--- config.mk ---
export PLATFORM = sky130hd
export DESIGN_NAME = hs_slave_fifo
export DESIGN_NICKNAME = d
export VERILOG_FILES = /design/src/rtl/hs_slave_fifo.sv
export SDC_FILE = /design/constraint.sdc
export NUM_CORES = 1
export LEC_CHECK = 0
export CAP_MARGIN = 20
export CORE_ASPECT_RATIO = 1.2
export CORE_MARGIN = 2
export CORE_UTILIZATION = 40
export DETAILED_ROUTE_END_ITERATION = 7
export PLACE_DENSITY = 0.61
export SYNTH_ARGS = -nofsm -noshare
export SYNTH_HDL_FRONTEND = slang
export SYNTH_SLANG_ARGS = --single-unit
export TNS_END_PERCENT = 20
--- constraint.sdc ---
create_clock -name clk -period 3.6 [get_ports clk]
set_clock_uncertainty 0.05 [all_clocks]
set_input_delay 0.54 -clock clk [delete_from_list [all_inputs] [get_ports clk]]
set_output_delay 0.54 -clock clk [all_outputs]
set_load 0.005 [all_outputs]
--- src/rtl/hs_slave_fifo.sv ---
// hs_slave_fifo: first-word-fall-through buffer with an ON/OFF throttled
// upstream ready and a sticky flag for upstream stall-protocol violations.
module hs_slave_fifo #(
    parameter int DATA_W  = 8,
    parameter int DEPTH   = 4,
    parameter int ON_CYC  = 3,
    parameter int OFF_CYC = 1
) (
    input  logic                    clk,
    input  logic                    rst_n,
    input  logic                    throttle_en,
    input  logic                    S_valid,
    input  logic [DATA_W-1:0]       S_data,
    output logic                    S_ready,
    output logic                    M_valid,
    output logic [DATA_W-1:0]       M_data,
    input  logic                    M_ready,
    output logic [$clog2(DEPTH):0]  level,
    output logic                    proto_err
);
    localparam int AW   = $clog2(DEPTH);
    localparam int LAST = ON_CYC + OFF_CYC - 1;

    logic [DATA_W-1:0] mem [DEPTH];
    logic [AW-1:0]     wr_ptr, rd_ptr;
    logic [7:0]        phase;
    logic              rdy_en, allow, push, pop, stall_q;
    logic [DATA_W-1:0] stall_data;

    assign allow   = !throttle_en || OFF_CYC == 0 || int'(phase) < ON_CYC;
    assign S_ready = rdy_en && level < (AW+1)'(DEPTH) && allow;
    assign M_valid = level != '0;
    assign M_data  = mem[rd_ptr];
    assign push    = S_valid && S_ready;
    assign pop     = M_valid && M_ready;

    always_ff @(posedge clk) if (push) mem[wr_ptr] <= S_data;

    always_ff @(posedge clk or negedge rst_n) begin
        if (!rst_n) begin
            rdy_en     <= 1'b0;
            wr_ptr     <= '0;
            rd_ptr     <= '0;
            level      <= '0;
            phase      <= '0;
            stall_q    <= 1'b0;
            stall_data <= '0;
            proto_err  <= 1'b0;
        end else begin
            rdy_en     <= 1'b1;
            wr_ptr     <= wr_ptr + AW'(push);
            rd_ptr     <= rd_ptr + AW'(pop);
            level      <= level + (AW+1)'(push) - (AW+1)'(pop);
            if (!throttle_en) phase <= '0;
            else if (rdy_en) phase <= int'(phase) >= LAST ? '0 : phase + 8'd1;
            // a stalled offer must be repeated unchanged on the following edge
            stall_q    <= S_valid && !S_ready;
            stall_data <= S_data;
            if (stall_q && (!S_valid || S_data != stall_data)) proto_err <= 1'b1;
        end
    end
endmodule
==> impl_metrics.json <==
{
  "die_h_um": 87.5,
  "place_ws_ns": 0.809,
  "ir_worst_vdd_mv": 0.352,
  "postCtsSetupRepairBufs": 0,
  "status": "complete, no violations",
  "syn_to_final_growth_pct": 22.9,
  "grt.busiest_layer": "met2",
  "ant_nets": 0,
  "place_congestion": 0.918,
  "slew_headroom": 0.604,
  "dp_hpwl_mm": 2.76,
  "placed_area_mm2": 0.00269,
  "root_buffer": "clkbuf_8",
  "synth_area_leader_cell": "edfxtp_1",
  "dieArea_mm2": 0.00644,
  "max_stage_delay_ns": 0.51,
  "grt.met3_usage": 0.0637,
  "syn_inst": 143,
  "grt_overflow": 0,
  "crit_path_end_kind": "primary output",
  "synth_area_leaders": "edfxtp_1, dfrtp_1, mux4_2",
  "syn_nets": 162,
  "layout_min_cycle_time_ns": 2.90,
  "hold_buffers": 0,
  "htree_levels": 3,
  "grt_max_degree": 27,
  "multi_input_area_um2": 681,
  "worst_path_max_delay_cell": "clkdlybuf4s50_1",
  "avgRoutedWirePerCell_um": 16.3,
  "max_cap_violations": 0,
  "die_w_um": 73.6,
  "firstDrtPassIters": 4,
  "n_antenna_cell": 0,
  "rsz0062_at_grt": "no",
  "tns_ns": 0,
  "finalSetupViolCount": 0,
  "clk_pin_slew_ns": 0.06,
  "p_leak_nw": 1.08,
  "slew_violations": 0,
  "start_util": 0.413,
  "fillCellCount": 490,
  "fmax_mhz": 345,
  "ff_latch_area_mm2": 0.00161,
  "grt_usage": 0.147,
  "drc_errors": 0,
  "clk_path_buf_depth": 2,
  "rrSetupSlack_ns": 0.88,
  "min_path_type": "reg2reg",
  "finalHoldViolations": 0,
  "layout-drive-gt1-share": 0.144,
  "cp_data_arrival_time_ns": 2.31,
  "finalPower_mw": 1.83,
  "final_common_cell": "edfxtp_1",
  "yosys_register_bits": 58,
  "antenna_found_initial": 0,
  "wl_mm": 4.11,
  "port_buffers": 26,
  "cts_resized": 0,
  "critPathLaunchType": "register",
  "critPathMaxFanout": 5,
  "grt_use_met1": 0.169,
  "core_mm2": 0.00563,
  "numCtsBuffers": 9,
  "viasPerCell": 5.33,
  "io_pins": 27,
  "yosysTopAreaCellShare": 0.414,
  "yosysSeqAreaShare": 0.694,
  "avgSynthCellArea_um2": 16.2,
  "cts_tree": "done",
  "tightest_slew_ns": 0.594,
  "p_per_area_mw_per_mm2": 639,
  "fin_crit_sh": 0.805,
  "synth.distinct_cells": 36,
  "grt_pass1_wl_mm": 6.64,
  "fin_util": 0.507,
  "clock_latency_ns": 0.33,
  "grt_pass1_vias": 1420,
  "ys.warnings.count": 0,
  "routed-via-count": 1342,
  "clock_sinks": 58,
  "rows": 30,
  "nets": 202,
  "worst_slack_ns": 0.702,
  "crit_type": "reg2out",
  "mostFrequentLayoutCells": "edfxtp_1, clkdlybuf4s50_1, dfrtp_1",
  "drtIter0Drc": 143,
  "fin_area_mm2": 0.00286,
  "worstPathRequired_ns": 3.01,
  "grt_util_met2": 0.234,
  "syn_area_mm2": 0.00232,
  "crit_chain": "ha_1, nor3_1, a21oi_1, nor2_1, clkdlybuf4s50_1"
}
-- registers in the layout (all words and copies together) (netlist names) --
signal / cells
mem: 32
level: 3
rdy_en: 1
phase: 8
wr_ptr: 2
stall_data: 8
stall_q: 1
proto_err: 1
rd_ptr: 2
-- stage by stage --
stage	hold WS, ns	cells
global route	0.517	252
finish	0.479	252
detailed placement	0.465	236
global placement	0.459	236
floorplan	0.194	143
CTS	0.482	252
-- cells in the mapped netlist --
cell	number
and2_1	3
a21oi_1	3
xor2_1	10
nand4b_1	1
nand2b_1	3
a21o_1	1
nor2_1	4
conb_1	1
buf_2	1
edfxtp_1	32
a41oi_1	1
or3_1	1
fa_1	1
nand2_1	3
nor3b_1	1
nor2b_1	1
inv_1	6
or2b_1	1
o31ai_1	2
nand4_1	1
and4_1	1
mux4_2	8
nand3_1	2
or4_1	2
dfrtp_1	26
nor4_2	1
nand3b_1	2
a211oi_1	2
nor3_1	8
a21boi_1	2
a31oi_1	2
nor4_1	1
clkbuf_1	1
ha_1	5
and3_1	1
xnor2_1	2
-- layer usage --
layer | up-vias | share of wire
li1 | 620 | -
met3 | 10 | 0.045
met4 | 0 | 0.019
met1 | 671 | 0.43
met2 | 41 | 0.51
met5 | - | 0
-- layout make-up --
cell class | count | area share
well taps | 64 | 0.0280
flip-flops and latches | 58 | 0.564
repair buffers | 31 | 0.104
clock inverters | 3 | 0.00526
clock buffers | 13 | 0.0521
multi-input cells | 77 | 0.238
inverters | 6 | 0.00788
-- power by group --
part           internal, mW  switching, mW  total [mW]  leakage (nW)
Clock                 0.265          0.232       0.497        0.0872
Sequential            0.785         0.0968       0.882         0.608
Combinational         0.293          0.154       0.447         0.389
Total                  1.34          0.482        1.83          1.08
-- logic make-up (layout without fill, tap and decap cells) --
kind of cell / count (synthesis) / in the layout / share of synthesized area
other: 1 / 1 / 0.00161
AO/OA/AOI/OAI: 13 / 13 / 0.0382
buffers and inverters: 8 / 53 / 0.0135
adder cells (fa/ha/maj): 6 / 6 / 0.0355
AND/OR/NAND/NOR: 37 / 37 / 0.0948
multiplexers: 8 / 8 / 0.0775
flip-flops: 58 / 58 / 0.694
XOR/XNOR: 12 / 12 / 0.0452
-- critical path, delay by kind of cell, from the launching register on --
family	cells	cell delay, ns
adder cells (fa/ha/maj)	1	0.23
flip-flops	1	0.42
buffers and inverters	1	0.51
AO/OA/AOI/OAI	1	0.26
AND/OR/NAND/NOR	2	0.56
-- path summary, 6_finish.rpt --
| check | cells after the start | start | to |
|---|---|---|---|
| setup / recovery | 5 | phase[0]$_DFFE_PN0P_ | S_ready |
| hold / removal | 1 | phase[6]$_DFFE_PN0P_ | phase[6]$_DFFE_PN0P_ |
| setup reg to reg | 10 | phase[0]$_DFFE_PN0P_ | level[2]$_DFF_PN0_ |
| hold reg to reg | 1 | phase[6]$_DFFE_PN0P_ | phase[6]$_DFFE_PN0P_ |
| max in group asynchronous | 2 | rst_n | stall_data[6]$_DFF_PN0_ |
| min in group asynchronous | 2 | rst_n | level[1]$_DFF_PN0_ |
Power figures use the tool's default switching activity.
